**config.mk**
```make
export PLATFORM = sky130hd
export DESIGN_NAME = rooth_uart_tx
export DESIGN_NICKNAME = d
export VERILOG_FILES = /design/src/rtl/rooth_uart_tx.sv
export SDC_FILE = /design/constraint.sdc
export NUM_CORES = 1
export LEC_CHECK = 0
export BUFFER_PORTS_ARGS = -buffer_cell sky130_fd_sc_hd__buf_2
export CORE_MARGIN = 2
export CORE_UTILIZATION = 40
export DETAILED_ROUTE_END_ITERATION = 10
export GPL_ROUTABILITY_DRIVEN = 0
export GPL_TIMING_DRIVEN = 0
export HOLD_SLACK_MARGIN = 0.1
export PLACE_DENSITY = 0.69
export SYNTH_ARGS = -nofsm -noshare
export SYNTH_HDL_FRONTEND = slang
export SYNTH_SLANG_ARGS = --single-unit
```
**constraint.sdc**
```tcl
create_clock -name clk -period 6.8 [get_ports clk]
set_input_delay 1.02 -clock clk [delete_from_list [all_inputs] [get_ports clk]]
set_output_delay 1.02 -clock clk [all_outputs]
set_load 0.02 [all_outputs]
```
**src/rtl/rooth_uart_tx.sv**
```systemverilog
// rooth_uart_tx: memory-mapped 8N1 UART transmitter with a small TX FIFO.
// Firmware pushes bytes through TXDATA; the bit-timing FSM shifts them out LSB first.
module rooth_uart_tx #(
    parameter int unsigned FIFO_DEPTH = 4,
    parameter int unsigned BAUD_RST   = 434,
    parameter int unsigned BAUD_MIN   = 4
) (
    input  logic        clk,
    input  logic        rst,
    input  logic        we_i,
    input  logic [7:0]  addr_i,
    input  logic [31:0] wdata_i,
    output logic [31:0] rdata_o,
    output logic        tx_pin,
    output logic        irq_o
);

    localparam int unsigned AW = $clog2(FIFO_DEPTH);

    typedef enum logic [1:0] {StIdle, StStart, StData, StStop} state_e;

    // Register decode
    logic wr_ctrl, wr_status, wr_baud, wr_txdata;
    assign wr_ctrl   = we_i && (addr_i[3:2] == 2'd0);
    assign wr_status = we_i && (addr_i[3:2] == 2'd1);
    assign wr_baud   = we_i && (addr_i[3:2] == 2'd2);
    assign wr_txdata = we_i && (addr_i[3:2] == 2'd3);

    logic unused_bits;
    assign unused_bits = ^{addr_i[7:4], addr_i[1:0], wdata_i[31:16]};

    // Control/status state
    logic        tx_en_q, irq_en_q, ovf_q;
    logic [15:0] baud_q;

    // FIFO state; pointers carry an extra wrap bit to tell full from empty
    logic [7:0]  fifo_mem [FIFO_DEPTH];
    logic [AW:0] wr_ptr_q, rd_ptr_q;
    logic        fifo_empty, fifo_full, push, pop, ovf_set;

    // Transmitter state
    state_e      state_q, state_d;
    logic [15:0] baud_cnt_q, baud_cnt_d, div_q, div_d;
    logic [2:0]  bit_cnt_q, bit_cnt_d;
    logic [7:0]  shift_q, shift_d;
    logic        tx_q, tx_d;
    logic        baud_done, start_ok, busy;

    assign fifo_empty = (wr_ptr_q == rd_ptr_q);
    assign fifo_full  = (wr_ptr_q[AW] != rd_ptr_q[AW]) &&
                        (wr_ptr_q[AW-1:0] == rd_ptr_q[AW-1:0]);

    assign baud_done = (baud_cnt_q == div_q - 16'd1);
    assign start_ok  = tx_en_q && !fifo_empty;
    // A frame is loaded from idle, or straight out of a finished stop bit
    assign pop       = start_ok && ((state_q == StIdle) || ((state_q == StStop) && baud_done));
    // A full FIFO still accepts when the head leaves in the same cycle
    assign push      = wr_txdata && (!fifo_full || pop);
    assign ovf_set   = wr_txdata && !push;
    assign busy      = (state_q != StIdle);

    // Control registers; a new overflow beats a same-cycle clear
    always_ff @(posedge clk) begin
        if (rst) begin
            tx_en_q  <= 1'b0;
            irq_en_q <= 1'b0;
            baud_q   <= 16'(BAUD_RST);
            ovf_q    <= 1'b0;
        end else begin
            if (wr_ctrl) begin
                tx_en_q  <= wdata_i[0];
                irq_en_q <= wdata_i[1];
            end
            if (wr_baud) begin
                baud_q <= (wdata_i[15:0] < 16'(BAUD_MIN)) ? 16'(BAUD_MIN) : wdata_i[15:0];
            end
            if (ovf_set) begin
                ovf_q <= 1'b1;
            end else if (wr_status && wdata_i[3]) begin
                ovf_q <= 1'b0;
            end
        end
    end

    // FIFO pointers; reset discards any queued bytes
    always_ff @(posedge clk) begin
        if (rst) begin
            wr_ptr_q <= '0;
            rd_ptr_q <= '0;
        end else begin
            if (push) wr_ptr_q <= wr_ptr_q + 1'b1;
            if (pop)  rd_ptr_q <= rd_ptr_q + 1'b1;
        end
    end

    // FIFO storage, no reset needed since the pointers define validity
    always_ff @(posedge clk) begin
        if (push) begin
            fifo_mem[wr_ptr_q[AW-1:0]] <= wdata_i[7:0];
        end
    end

    // Transmitter state register
    always_ff @(posedge clk) begin
        if (rst) begin
            state_q    <= StIdle;
            baud_cnt_q <= '0;
            bit_cnt_q  <= '0;
            shift_q    <= '0;
            div_q      <= 16'(BAUD_RST);
            tx_q       <= 1'b1;
        end else begin
            state_q    <= state_d;
            baud_cnt_q <= baud_cnt_d;
            bit_cnt_q  <= bit_cnt_d;
            shift_q    <= shift_d;
            div_q      <= div_d;
            tx_q       <= tx_d;
        end
    end

    // Bit-timing next state: each state lasts div_q cycles, data shifts out LSB first
    always_comb begin
        state_d    = state_q;
        baud_cnt_d = baud_cnt_q + 16'd1;
        bit_cnt_d  = bit_cnt_q;
        shift_d    = shift_q;
        div_d      = div_q;
        tx_d       = tx_q;
        case (state_q)
            StIdle: begin
                baud_cnt_d = '0;
                tx_d       = 1'b1;
            end
            StStart: begin
                if (baud_done) begin
                    state_d    = StData;
                    baud_cnt_d = '0;
                    bit_cnt_d  = '0;
                    tx_d       = shift_q[0];
                    shift_d    = {1'b0, shift_q[7:1]};
                end
            end
            StData: begin
                if (baud_done) begin
                    baud_cnt_d = '0;
                    if (bit_cnt_q == 3'd7) begin
                        state_d = StStop;
                        tx_d    = 1'b1;
                    end else begin
                        bit_cnt_d = bit_cnt_q + 3'd1;
                        tx_d      = shift_q[0];
                        shift_d   = {1'b0, shift_q[7:1]};
                    end
                end
            end
            StStop: begin
                if (baud_done) begin
                    state_d    = StIdle;
                    baud_cnt_d = '0;
                end
            end
            default: state_d = StIdle;
        endcase
        // Loading a new frame overrides the idle/stop outcome above
        if (pop) begin
            state_d    = StStart;
            baud_cnt_d = '0;
            shift_d    = fifo_mem[rd_ptr_q[AW-1:0]];
            div_d      = baud_q;
            tx_d       = 1'b0;
        end
    end

    // Register read mux
    always_comb begin
        rdata_o = '0;
        case (addr_i[3:2])
            2'd0:    rdata_o[1:0]  = {irq_en_q, tx_en_q};
            2'd1:    rdata_o[3:0]  = {ovf_q, fifo_empty, fifo_full, busy};
            2'd2:    rdata_o[15:0] = baud_q;
            default: rdata_o       = '0;
        endcase
    end

    assign tx_pin = tx_q;
    assign irq_o  = irq_en_q && fifo_empty && (state_q == StIdle);

endmodule

```
# ---- Word-level counts from Yosys, hierarchy flattened
# Memories as Yosys holds them, arrays and structs flattened. A register that Yosys moved wholly into a read port is not among the register bits.
# Index checks and enable logic that the tools add are counted.
dict set report totals {
  inputBits 43
  register_bits 71
  elab_cells 107
  ramBits 32
  n_memories 1
}
# name words width read_ports rd_clocked_by_memory_dff wr line_no
set mem_list {}
lappend mem_list {fifo_mem 4 8 1 1 1 37} ;# logic [7:0] fifo_mem [FIFO_DEPTH];
dict set report classes {
  eq_ne 21
  n_mux 32
  reduce_logical 34
  order_cmp 1
  addsub 5
}
# operator n
set ops {}
lappend ops {{two-way mux 16 bit} 2}
lappend ops {{two-way mux 8 bit} 4}
lappend ops {{one-hot mux 16 bit (2 select lines)} 1}
lappend ops {{adder 16 x 1 -> 16 bit (second input constant)} 1}
lappend ops {{== test 16 bit} 1}
lappend ops {{< comparator 16 x 3 -> 1 bit (second input constant)} 1}
lappend ops {{one-hot mux 8 bit (2 select lines)} 1}
lappend ops {{subtractor 16 x 1 -> 16 bit (second input constant)} 1}
lappend ops {{!= test 3 bit (second input constant)} 5}
lappend ops {{logical AND 1 bit} 13}
lappend ops {{two-way mux 12 bit} 1}
lappend ops {{two-way mux 2 bit} 6}
lappend ops {{one-hot mux 2 bit (3 select lines)} 2}
lappend ops {{!= test 2 bit (second input constant)} 5}
lappend ops {{AND reduction 5 bit} 2}
lappend ops {{adder 3 x 1 -> 3 bit (second input constant)} 3}
lappend ops {{two-way mux 1 bit} 9}
lappend ops {{two-way mux 3 bit} 3}
lappend ops {{== test 2 bit (second input constant)} 4}
lappend ops {{AND reduction 4 bit} 2}
lappend ops {{nonzero test 4 bit} 2}
lappend ops {{one-hot mux 3 bit (2 select lines)} 1}
lappend ops {{nonzero test 2 bit} 3}
lappend ops {{nonzero test 3 bit} 2}
lappend ops {{13 further kinds} 18}

# ---- Longest topological paths before layout
# Gate-level depths: netlist of the first run.
dict set report depth {
  depth_word 10
  mapped_depth 12
  depth_no_buf 10
}

# ---- Least setup slack after synthesis of the first run
# No wires, ideal clock.
dict set report synth_timing {
  path_kind {flip-flop to flip-flop}
  from {register div_q[2]}
  to {register wr_ptr_q[2]}
  n_path_buf 0
  setup_slack_ps 3702
  required_time_ps 6677
  arrival_ps 2975
  path_stages_with_launch 9
  path_cell_list {dfxtp_1 -> or3_1 -> or3_4 -> a2111oi_4 -> nand4_1 -> or2_4 -> o311a_1 -> nor3b_2 -> mux2_1}
}
dict set report synth_via {
  elab_chain_len 7
}
# item line_no
set synth_lines {}
lappend synth_lines {{start, declared} 43} ;# logic [15:0] baud_cnt_q, baud_cnt_d, div_q, div_d;
lappend synth_lines {{start signal, assigned} 110} ;# div_q <= 16'(BAUD_RST);
lappend synth_lines {{start signal, assigned} 117} ;# div_q <= div_d;
lappend synth_lines {{subtractor 16 x 1 -> 16 bit} 53} ;# assign baud_done = (baud_cnt_q == div_q - 16'd1);
lappend synth_lines {{== test 16 bit} 53}
lappend synth_lines {{logical AND 1 bit} 56} ;# assign pop = start_ok && ((state_q == StIdle) || ((state_q == StStop) && baud_done));
lappend synth_lines {{logical OR 1 bit} 56}
lappend synth_lines {{logical AND 1 bit} 56}
lappend synth_lines {{logical OR 1 bit} 58} ;# assign push = wr_txdata && (!fifo_full || pop);
lappend synth_lines {{logical AND 1 bit} 58}
lappend synth_lines {{end signal, assigned} 91} ;# if (push) wr_ptr_q <= wr_ptr_q + 1'b1;
lappend synth_lines {{end, declared} 38} ;# logic [AW:0] wr_ptr_q, rd_ptr_q;
# Every way passes these cells.
# A chain may end at the register's enable or synchronous reset.

# ---- Final worst setup path of the first run
# Ends and elaborated chain as after synthesis.

==> results of run 1 <==
## cell families (layout without fill, tap and decap cells)
kind of cell	count (synthesis)	after routing	share of synthesized area (%)
other	1	16	0.07044
adders and majority gates	19	19	4.465
xor gates and xnor gates	34	34	5.594
DFF	105	105	45.50
buffers and inverters	69	123	6.251
and+or+nand+nor	176	176	17.20
muxes	19	19	5.499
AOI/OAI and AO/OA	125	125	15.42
## final timing paths
path | endpoint | from | slack, ns
setup reg to reg | wr_ptr_q[2]$_SDFFE_PP0P_ | div_q[2]$_SDFFE_PP0N_ | 3.24
setup / recovery | wr_ptr_q[2]$_SDFFE_PP0P_ | div_q[2]$_SDFFE_PP0N_ | 3.24
hold / removal | ovf_q$_SDFFE_PP0P_ | ovf_q$_SDFFE_PP0P_ | 0.47
hold reg to reg | ovf_q$_SDFFE_PP0P_ | ovf_q$_SDFFE_PP0P_ | 0.47
## worst max-delay path, cell delays in order, from the launching register on
cell	delay, ns
dfxtp_1	0.37
nor4_1	0.54
and4_1	0.39
nand3_1	0.11
a221o_1	0.35
and2_1	0.20
o311a_1	0.41
nor3b_2	0.71
mux2_1	0.38
## stage by stage
| step | cell area [sq um] | utilization (%) | hold WS [ns] |
|---|---|---|---|
| 6_report | 6103 | 46.46 | 0.4694 |
| 5_1_grt | 6103 | 46.46 | 0.4828 |
| 4_1_cts | 6103 | 46.46 | 0.4694 |
| 3_5_place_dp | 5791 | 44.08 | 0.4593 |
| 3_3_place_gp | 5791 | 44.08 | 0.4461 |
| 2_1_floorplan | 5380 | - | 0.4323 |
## area by class of cell
| cell class | instances | share of cell area (%) |
|---|---|---|
| timing repair buffer | 38 | 3.116 |
| sequential | 105 | 39.69 |
| clock inverter | 7 | 1.435 |
| inverter | 22 | 1.353 |
| tap | 176 | 3.608 |
| multi-input combinational | 389 | 43.01 |
| clock buffer | 9 | 3.690 |
| buffer | 47 | 4.100 |
## sequential cells by signal, indices dropped and copies added, names as in the netlist, named ones only
signal	cells
tx_pin	1
shift_q	8
ovf_q	1
div_q	16
tx_en_q	1
rd_ptr_q	3
baud_q	16
state_q	2
fifo_mem	32
baud_cnt_q	16
bit_cnt_q	3
wr_ptr_q	3
irq_en_q	1
## layout by cell type (no fill, tap or decap), types with 19 or more instances in the layout
cell	n
a21oi_1	40
and2_1	19
buf_2	43
clkbuf_1	22
dfxtp_1	73
edfxtp_1	32
ha_1	19
inv_1	22
nand2_1	43
nand4_1	22
nor2_1	34
o21ai_0	30
xnor2_1	21
## power groups by stage
stage	clock (W)	combinational, W	sequential (W)
3_5_place_dp	0	0.0000779	0.000671
6_report	0.000555	0.0000787	0.000657
4_1_cts	0.000560	0.0000783	0.000657
3_3_place_gp	0	0.0000758	0.000671
5_1_grt	0.000587	0.0000867	0.000658
2_1_floorplan	0	0.0000520	0.000670
## layer usage
layer | track usage [%] | vias to the layer above | part of all wire, %
met5 | 0 | - | 0
met4 | 5.662 | 0 | 1.4
met3 | 2.299 | 13 | 4.8
met2 | 31.18 | 132 | 49
met1 | 23.25 | 1994 | 45
li1 | - | 2072 | -
==> impl_results.md, run 1 <==
- Logic pwr share: 6.1%
- Root Driver: clkbuf_16
- Critical Path RT: just over 7 ns
- Max_cap viols: 0
- Crit Path Category: reg -> reg
- Seq/Total Area, Yosys: a little under half
- Net Switching: between 0.0003 and 0.0004 W
- Power per Cell Area: between 200 and 250 nW/um^2
- CTS tree: yes
- EDFF count, synth: 32
- RSZ-0062 raised after global routing: no
- Crit. End Element: register
- Vias in the first global route: 4,149
- Initial core utilization: approximately two fifths
- Max Clock Skew: roughly 0.0082 ns
- Die height: 119.4 microns
- Pins Over Slew Limit: 0
- Share of layout cells above drive strength 1: approximately 16%
- IO Count: between 70 and 80
- Fin crit period: between 3 and 4 ns
- Synth Register Bits: approximately 110
- DP Worst Slack: between 3 and 4 ns
- Setup TNS: 0 ns
- Die Span X: 119.4 microns
- Synth Cell Area: around 5300 sq um
- DPL Wire Length: about 9000 microns
- Pleak: between 2 and 2.5 nW
- Final net count: about 670
- Netlist cell types: 63
- Period utilisation layout: a little over half
- Int Pwr: 0.0009757 W
- Run status: complete, no violations
- Net Sw Frac: between 20% and 30%
- Core area: between 10,000 and 15,000 sq um
- Synth Warn #: 0
- Worst setup margin: roughly 3.2 ns
- WHS Path Cells: 2
- Crit start category: register
- CTS buffer count: 9
- Total wire length: about 12,000 microns
- Top-count cell post-synth: dfxtp_1
- Worst slew pin tran: 0.8166 ns
- Main flop type after synthesis: dfxtp_1
- Final ANT Viol Nets: 0
- Hold Crit Class: reg -> reg
- Synth cell count leaders: dfxtp_1, nand2_1, a21oi_1
- Antenna diodes: 0
- Dpl cells: just under 800
- Highest fanout seen on the critical path: 9
- DRC: 0
- Cell accounting for the most synthesized area: dfxtp_1
- Initial antenna violation count: 0
- Top cells by area, synth: dfxtp_1, edfxtp_1, ha_1, a21oi_1, xnor2_1
- Final setup vio count: 0
- Clock Power Share: a little over two fifths
- DR WL/cell: approximately 15 microns
- Total gr overflow: 0
- Clock insertion delay at the later pin of the skew report: 0.35 ns
- Fillers: about 1,300
- Post-CTS setup buffer count: 0
- Die footprint: 14,250 sq um
- First-pass GRT wire length: between 20,000 and 25,000 microns
- Total clock sinks: approximately 110
- Peak supply drop: about 160 uV
- Syn Area/Cell: slightly below 10 sq um
- CTS-repair resized insts: 0
- Number of I/O port buffers: 38
- Final cell count without fillers: 793
- Largest net degree at the start of global routing: 21
- Sequential Area: approximately 2400 sq um
- Yosys top cell area share: between 20 and 30%
- Sequential share of power: between 50% and 60%
- Max Freq: 281.2 MHz
- Hold_buf cts: 0
- R2R depth: 8
- Multi-input logic area: roughly 2600 sq um
- Buffer depth of the longest clock path: 2
- Tot GR Track Use: between 10% and 20%
- Synth Instances: 548
- P&R area growth vs syn: 14.64%
- DR vias: 4,211
- Slew margin rel.: ~45%
- Worst EP arrival: about 3.8 ns
- Drt via density: around 5.3
- Drt first pass iters: 6
- Total power: roughly 0.0013 W
- Clk slew on worst S/H paths: roughly 0.080 ns
- Final Hold Violating Endpoints: 0
- # H-tree levels: 3
- Drt first-iter violations: 284
- Post-synthesis async set-or-reset flop share: 0%
- Row cnt: 42
Note: power is estimated with default switching activity, not from simulation.
==> inputs of run 2 (changes only) <==
--- a/config.mk
+++ b/config.mk
@@ -5,6 +5,7 @@
 export SDC_FILE = /design/constraint.sdc
 export NUM_CORES = 1
 export LEC_CHECK = 0
+export ABC_AREA = 1
 export BUFFER_PORTS_ARGS = -buffer_cell sky130_fd_sc_hd__buf_2
 export CORE_MARGIN = 2
 export CORE_UTILIZATION = 40
@@ -12,7 +13,7 @@
 export GPL_ROUTABILITY_DRIVEN = 0
 export GPL_TIMING_DRIVEN = 0
 export HOLD_SLACK_MARGIN = 0.1
-export PLACE_DENSITY = 0.69
+export PLACE_DENSITY = 0.71
 export SYNTH_ARGS = -nofsm -noshare
 export SYNTH_HDL_FRONTEND = slang
 export SYNTH_SLANG_ARGS = --single-unit
==> constraint.sdc (replaced) <==
create_clock -name clk -period 3 [get_ports clk]
set_input_delay 0.45 -clock clk [delete_from_list [all_inputs] [get_ports clk]]
set_output_delay 0.45 -clock clk [all_outputs]
set_load 0.02 [all_outputs]
==> impl_results.md, run 2 <==
- Buffer depth of the longest clock path: 2
- Main combinational cell family by area after synthesis: simple AND/OR/NAND/NOR gates
- Row cnt: 42
- Share of layout cells above drive strength 1: between 10% and 20%
- Most frequent CP cell: nand2_1
- P&R area growth vs syn: 17.56%
- Finished Cell Area: between 6000 and 7000 sq um
- R2R depth: 17
- Final Hold Violating Endpoints: 0
- Main flop type after synthesis: dfxtp_1
- Crit path to: fifo_mem[0][4]$_DFFE_PP_
- Largest register FFs: 32
- CP Cell Sequence: inv_1 -> ha_1 -> nand2_2 -> nor2_4 -> nand2_1 -> nand2_1 -> nand2_1 -> inv_1 -> nand3_1 -> nor2_4 -> nand3_1 -> nand2_1 -> nand2_2 -> nand2_2 -> nand2_4 -> nor2_4 -> buf_4
- Seq/Total Area, Yosys: 45.20%
- Synth Cell Area: around 5400 sq um
- Run status: complete, no violations
- Total power: just over 0.003 W
- Int Pwr: between 0.002 and 0.0025 W
- Total clock sinks: 105
- Critical Path RT: between 3 and 4 ns
- Synth Instances: between 700 and 800
- Syn Area/Cell: ~7.6 sq um
- Sequential Area: 2422 sq um
- Initial antenna violation count: 0
- Final setup vio count: 0
- Number of I/O port buffers: 38
- Synth Area in Compound Gates: 9.760%
- Clk slew on worst S/H paths: roughly 0.070 ns
- Reg2reg start: div_q[0]$_SDFFE_PP0N_
- Slew margin rel.: 59.60%
- Fin crit period: approximately 2.7 ns
- Fillers: between 1,000 and 1,500
- DP Area: between 5000 and 6000 sq um
- Netlist cell types: 38
- Pins Over Slew Limit: 0
- Post-synthesis simple-gate area fraction: 27.13%
- Total wire length: about 12,000 microns
- Hold Crit Class: in -> reg
- CTS buffer count: 9
- Die height: ~120 microns
- RSZ-0062 raised after global routing: no
- Drt first-iter violations: 280
- Crit start category: register
- Cell accounting for the most synthesized area: dfxtp_1
- DPL Wire Length: 9092 microns
- Worst EP arrival: approximately 2.8 ns
- Antenna diodes: 0
- First-pass GRT wire length: between 20,000 and 25,000 microns
- Die Span X: 119.7 microns
- # H-tree levels: 3
- Multi-input logic area: 2542 sq um
- Vias in the first global route: roughly 4,200
- Post-synthesis async set-or-reset flop share: 0%
- Hold_buf cts: 0
- Core area: about 13,000 sq um
- Pleak: 2.746 nW
- Logic pwr share: 6.9%
- Yosys top cell area share: between 20% and 30%
- Synth Warn #: 0
- DR WL/cell: approximately 13 microns
- Net Sw Frac: between 20 and 25%
- Tot GR Track Use: 17.75%
- IO Count: 77
- DRC: 0
- Net Switching: roughly 0.00069 W
- Largest net degree at the start of global routing: 18
- Worst slew pin tran: 0.6060 ns
- RR Endpoint: fifo_mem[0][4]$_DFFE_PP_
- Drt first pass iters: 7
- Crit. End Element: register
- CP startpoint: div_q[0]$_SDFFE_PP0N_
- DR vias: approximately 4,600
- Synth cell count leaders: nand2_1, nor2_1, dfxtp_1, inv_1, o21ai_0
- Drt via density: approximately 4.8
- Root Driver: clkbuf_16
- Final ANT Viol Nets: 0
- Total gr overflow: 0
- Highest fanout seen on the critical path: 7
- EDFF count, synth: 32
- Commonest non-fill, non-tap cell in the layout: nand2_1
- Die footprint: around 14,000 sq um
- Reg2Reg Setup Slack: 0.25 ns
- Max_cap viols: 0
- Period utilisation layout: 91.52%
- Slowest stage delay, CP: roughly 0.33 ns
- Mux cell area share after synthesis: 0%
- Clock insertion delay at the later pin of the skew report: around 0.35 ns
- Synth Register Bits: about 110
- Top-count cell post-synth: nand2_1
- Max Clock Skew: 0.008566 ns
- Crit Path Category: reg -> reg
- CTS tree: yes
- Clock Power Share: 44.0%
- Initial core utilization: approximately 41%
- Slowest cell on crit path: dfxtp_1
- Sequential share of power: 49.1%
- Top cells by area, synth: dfxtp_1, edfxtp_1, nand2_1, nor2_1, inv_1
- Peak supply drop: approximately 290 uV
- Synth Area in XOR/XNOR: 3.922%
- Most frequent cells in the layout: nand2_1, nor2_1, inv_1, dfxtp_1, buf_2
- Max Freq: 364.2 MHz
- Final net count: 840
- Power per Cell Area: 485.2 nW/um^2
- Synth Area in Adders: 4.436%
[run 2: worst min-delay path by stage]
stage | start | end | slack [ns] | cells past startpoint
after floorplan | baud_cnt_q[0]$_SDFF_PP0_ | baud_cnt_q[0]$_SDFF_PP0_ | 0.44 | 1
after global placement | ovf_q$_SDFFE_PP0P_ | ovf_q$_SDFFE_PP0P_ | 0.46 | 2
after detailed placement | bit_cnt_q[2]$_SDFFE_PP0P_ | bit_cnt_q[2]$_SDFFE_PP0P_ | 0.47 | 2
after CTS | wdata_i[13] | baud_q[13]$_SDFFE_PP0P_ | 0.35 | 3
after global routing | wdata_i[1] | fifo_mem[1][1]$_DFFE_PP_ | 0.37 | 1
final | wdata_i[10] | baud_q[10]$_SDFFE_PP0P_ | 0.36 | 3
[run 2: per-layer routing]
layer	wire, microns	part of all wire [%]	track usage [%]
met1	5942	48	23.83
met3	473	3.8	2.281
met5	0	0	0
met4	261	2.1	6.544
met2	5682	46	29.36
[run 2: cells by family (layout without fill, tap and decap cells)]
logic type / after synthesis / after routing
other: 1 / 16
buffers and inverters: 111 / 170
XOR/XNOR: 24 / 24
AND/OR/NAND/NOR: 352 / 352
adder cells (fa/ha/maj): 19 / 19
AO/OA/AOI/OAI: 97 / 97
flip-flops: 105 / 105
[run 2: critical path, delay by kind of cell, from the launching register on]
family / cells / cell delay (ns)
AND/OR/NAND/NOR: 13 / 1.48
buffers and inverters: 3 / 0.38
flip-flops: 1 / 0.33
adder cells (fa/ha/maj): 1 / 0.25
[run 2: final cells by class]
type / count / share of cell area, %
clock buffer: 9 / 3.575
multi-input combinational: 508 / 40.36
inverter: 75 / 4.489
tap: 176 / 3.496
clock inverter: 7 / 1.847
timing repair buffer: 43 / 4.211
sequential: 105 / 38.45
buffer: 36 / 3.575
[run 2: timing repair]
item	4_1_cts	5_1_grt
buffers inserted	5	0
endpoints found under the setup margin	32	35
pin swaps	4	0
gates resized for setup	9	7
[run 2: through the flow]
stage | hold slack (ns) | utilization [%] | setup TNS, ns | cells | worst slack, ns
floorplan | 0.4412 | - | 0 | 724 | 0.4304
global placement | 0.4588 | 44.34 | -9.203 | 938 | -0.3159
detailed placement | 0.4656 | 44.34 | -10.35 | 938 | -0.3577
CTS | 0.3542 | 47.76 | 0 | 959 | 0.04990
global route | 0.3720 | 47.95 | 0 | 959 | 0.03165
finish | 0.3598 | 47.95 | 0 | 959 | 0.2543
[run 2: power groups by stage]
| stage | registers, W | logic, W | clock network, W |
|---|---|---|---|
| 2_1_floorplan | 0.00153 | 0.000136 | 0 |
| 3_3_place_gp | 0.00153 | 0.000200 | 0 |
| 3_5_place_dp | 0.00153 | 0.000203 | 0 |
| 4_1_cts | 0.00150 | 0.000209 | 0.00136 |
| 5_1_grt | 0.00150 | 0.000234 | 0.00141 |
| 6_report | 0.00150 | 0.000211 | 0.00135 |
==> inputs of run 3 (changes only) <==
--- a/config.mk
+++ b/config.mk
@@ -5,15 +5,16 @@
 export SDC_FILE = /design/constraint.sdc
 export NUM_CORES = 1
 export LEC_CHECK = 0
-export ABC_AREA = 1
 export BUFFER_PORTS_ARGS = -buffer_cell sky130_fd_sc_hd__buf_2
 export CORE_MARGIN = 2
 export CORE_UTILIZATION = 40
+export CTS_BUF_LIST = sky130_fd_sc_hd__clkbuf_8
 export DETAILED_ROUTE_END_ITERATION = 10
 export GPL_ROUTABILITY_DRIVEN = 0
 export GPL_TIMING_DRIVEN = 0
 export HOLD_SLACK_MARGIN = 0.1
 export PLACE_DENSITY = 0.71
+export SLEW_MARGIN = 20
 export SYNTH_ARGS = -nofsm -noshare
 export SYNTH_HDL_FRONTEND = slang
 export SYNTH_SLANG_ARGS = --single-unit
==> impl_results.md, run 3 (synthesized netlist as in run 1, its figures left out) <==
- Worst EP arrival: 3.05 ns
- Peak supply drop: ~370 uV
- Setup TNS: 0 ns
- Hold_buf cts: 0
- # H-tree levels: 3
- Period utilisation layout: between 90% and 100%
- DPL Wire Length: between 9000 and 10,000 microns
- Total clock sinks: ~110
- Max Clock Skew: approximately 0.011 ns
- Run status: complete, no violations
- R2R depth: 8
- Antenna diodes: 0
- CTS buffer count: 9
- Final Hold Violating Endpoints: 0
- Clock insertion delay at the later pin of the skew report: between 0.3 and 0.4 ns
- Final net count: 677
- Commonest non-fill, non-tap cell in the layout: dfxtp_1
- Total wire length: between 10,000 and 15,000 microns
- Multi-input logic area: between 2000 and 3000 sq um
- Power per Cell Area: ~410 nW/um^2
- DR WL/cell: 15.53 microns
- Clk slew on worst S/H paths: about 0.11 ns
- Met2 usage: between 30% and 40%
- Die height: between 100 and 150 microns
- Tot GR Track Use: between 10% and 20%
- Final ANT Viol Nets: 0
- Total power: 0.002528 W
- Final setup vio count: 0
- Core area: roughly 13,000 sq um
- Critical Path RT: around 3.1 ns
- Buffer depth of the longest clock path: 2
- Largest register FFs: 32
- First-pass GRT wire length: a little over 20,000 microns
- Met3 Resource Use GR: approximately 2.8%
- Die footprint: about 14,000 sq um
- Finished Cell Area: 6142 sq um
- Slew margin rel.: roughly 56%
- Highest fanout seen on the critical path: 8
- Drt via density: between 5 and 6
- Share of layout cells above drive strength 1: between 10% and 20%
- Crit start category: register
- Drt first-iter violations: approximately 170
- Fin crit period: between 2 and 3 ns
- Largest net degree at the start of global routing: 21
- Hold_ws: between 0.3 and 0.4 ns
- GR peak layer: met2
- Sequential Area: around 2400 sq um
- Most frequent cells in the layout: dfxtp_1, nand2_1, buf_2, a21oi_1, nor2_1
- Pleak: between 2 and 2.5 nW
- DRC: 0
- RR Endpoint: fifo_mem[3][5]$_DFFE_PP_
- Total gr overflow: 0
- Fillers: around 1,200
- Hold Crit Class: in -> reg
- Final Util: a little under half
- Vias in the first global route: 4,159
- Grt met1 use: between 20% and 30%
- Crit. End Element: register
- Crit path to: fifo_mem[3][5]$_DFFE_PP_
- RSZ-0062 raised after global routing: yes
- CP startpoint: div_q[2]$_SDFFE_PP0N_
- CTS tree: yes
- Pins Over Slew Limit: 0
- Initial antenna violation count: 0
- Reg2reg start: div_q[2]$_SDFFE_PP0N_
- Drt first pass iters: 5
- Initial core utilization: about two fifths
- P&R area growth vs syn: 15.37%
- IO Count: 77
- Die Span X: approximately 120 microns
- Reg2Reg Setup Slack: around 0.054 ns
- Worst slew pin tran: ~0.66 ns
- Crit Path Category: reg -> reg
- Max Freq: ~340 MHz
- Number of I/O port buffers: 38
- Root Driver: clkbuf_8
- DP Area: around 5800 sq um
- Max_cap viols: 0
- Row cnt: between 40 and 50
- DR vias: ~4,300
## run 3: area by class of cell
class	count	area share, %
multi-input cells	389	44.51
clock buffers	9	2.017
inverters	22	1.344
clock inverters	7	1.100
plain buffers	47	4.237
flip-flops and latches	105	39.54
repair buffers	41	3.667
well taps	176	3.585
## run 3: through the flow
| stage | worst slack (ns) | std cells |
|---|---|---|
| 2_1_floorplan | 0.01347 | 563 |
| 3_3_place_gp | -0.2991 | 777 |
| 3_5_place_dp | -0.3853 | 777 |
| 4_1_cts | 0.01018 | 794 |
| 5_1_grt | -0.02302 | 796 |
| 6_report | 0.05351 | 796 |
## run 3: metal layers
metal | vias up | share of wire [%]
li1 | 2077 | -
met1 | 2040 | 42
met2 | 151 | 50
met3 | 29 | 4.8
met4 | 0 | 3.0
met5 | - | 0
## run 3: report_power, final
| group | switching [W] | leakage (nW) | internal (W) |
|---|---|---|---|
| sequential | 0.0000122 | 0.881 | 0.00148 |
| clock | 0.000529 | 0.0958 | 0.000325 |
| combinational | 0.000119 | 1.20 | 0.0000659 |
## run 3: what timing repair did
item | in CTS | in global routing
setup buffers | 1 | 2
gates resized for setup | 14 | 27
setup endpoints to repair | 70 | 78
pin swaps | 3 | 5
## run 3: how the worst min path moves through the flow
stage / startpoint / cells after the start / slack, ns / to
4_1_cts: wdata_i[10] / 3 / 0.30 / baud_q[10]$_SDFFE_PP0P_
3_5_place_dp: ovf_q$_SDFFE_PP0P_ / 2 / 0.45 / ovf_q$_SDFFE_PP0P_
2_1_floorplan: ovf_q$_SDFFE_PP0P_ / 2 / 0.43 / ovf_q$_SDFFE_PP0P_
6_report: wdata_i[10] / 3 / 0.31 / baud_q[10]$_SDFFE_PP0P_
3_3_place_gp: ovf_q$_SDFFE_PP0P_ / 2 / 0.45 / ovf_q$_SDFFE_PP0P_
5_1_grt: wdata_i[14] / 3 / 0.31 / baud_q[14]$_SDFFE_PP0P_
## run 3: worst max-delay path, stage by stage, from the launching register on
cell and delay [ns]:
dfxtp_4 0.38, or3_4 0.38, or3_4 0.38, a2111oi_4 0.33, nand4_1 0.13, or2_4 0.28
o311a_4 0.35, nor3b_4 0.27, buf_12 0.17
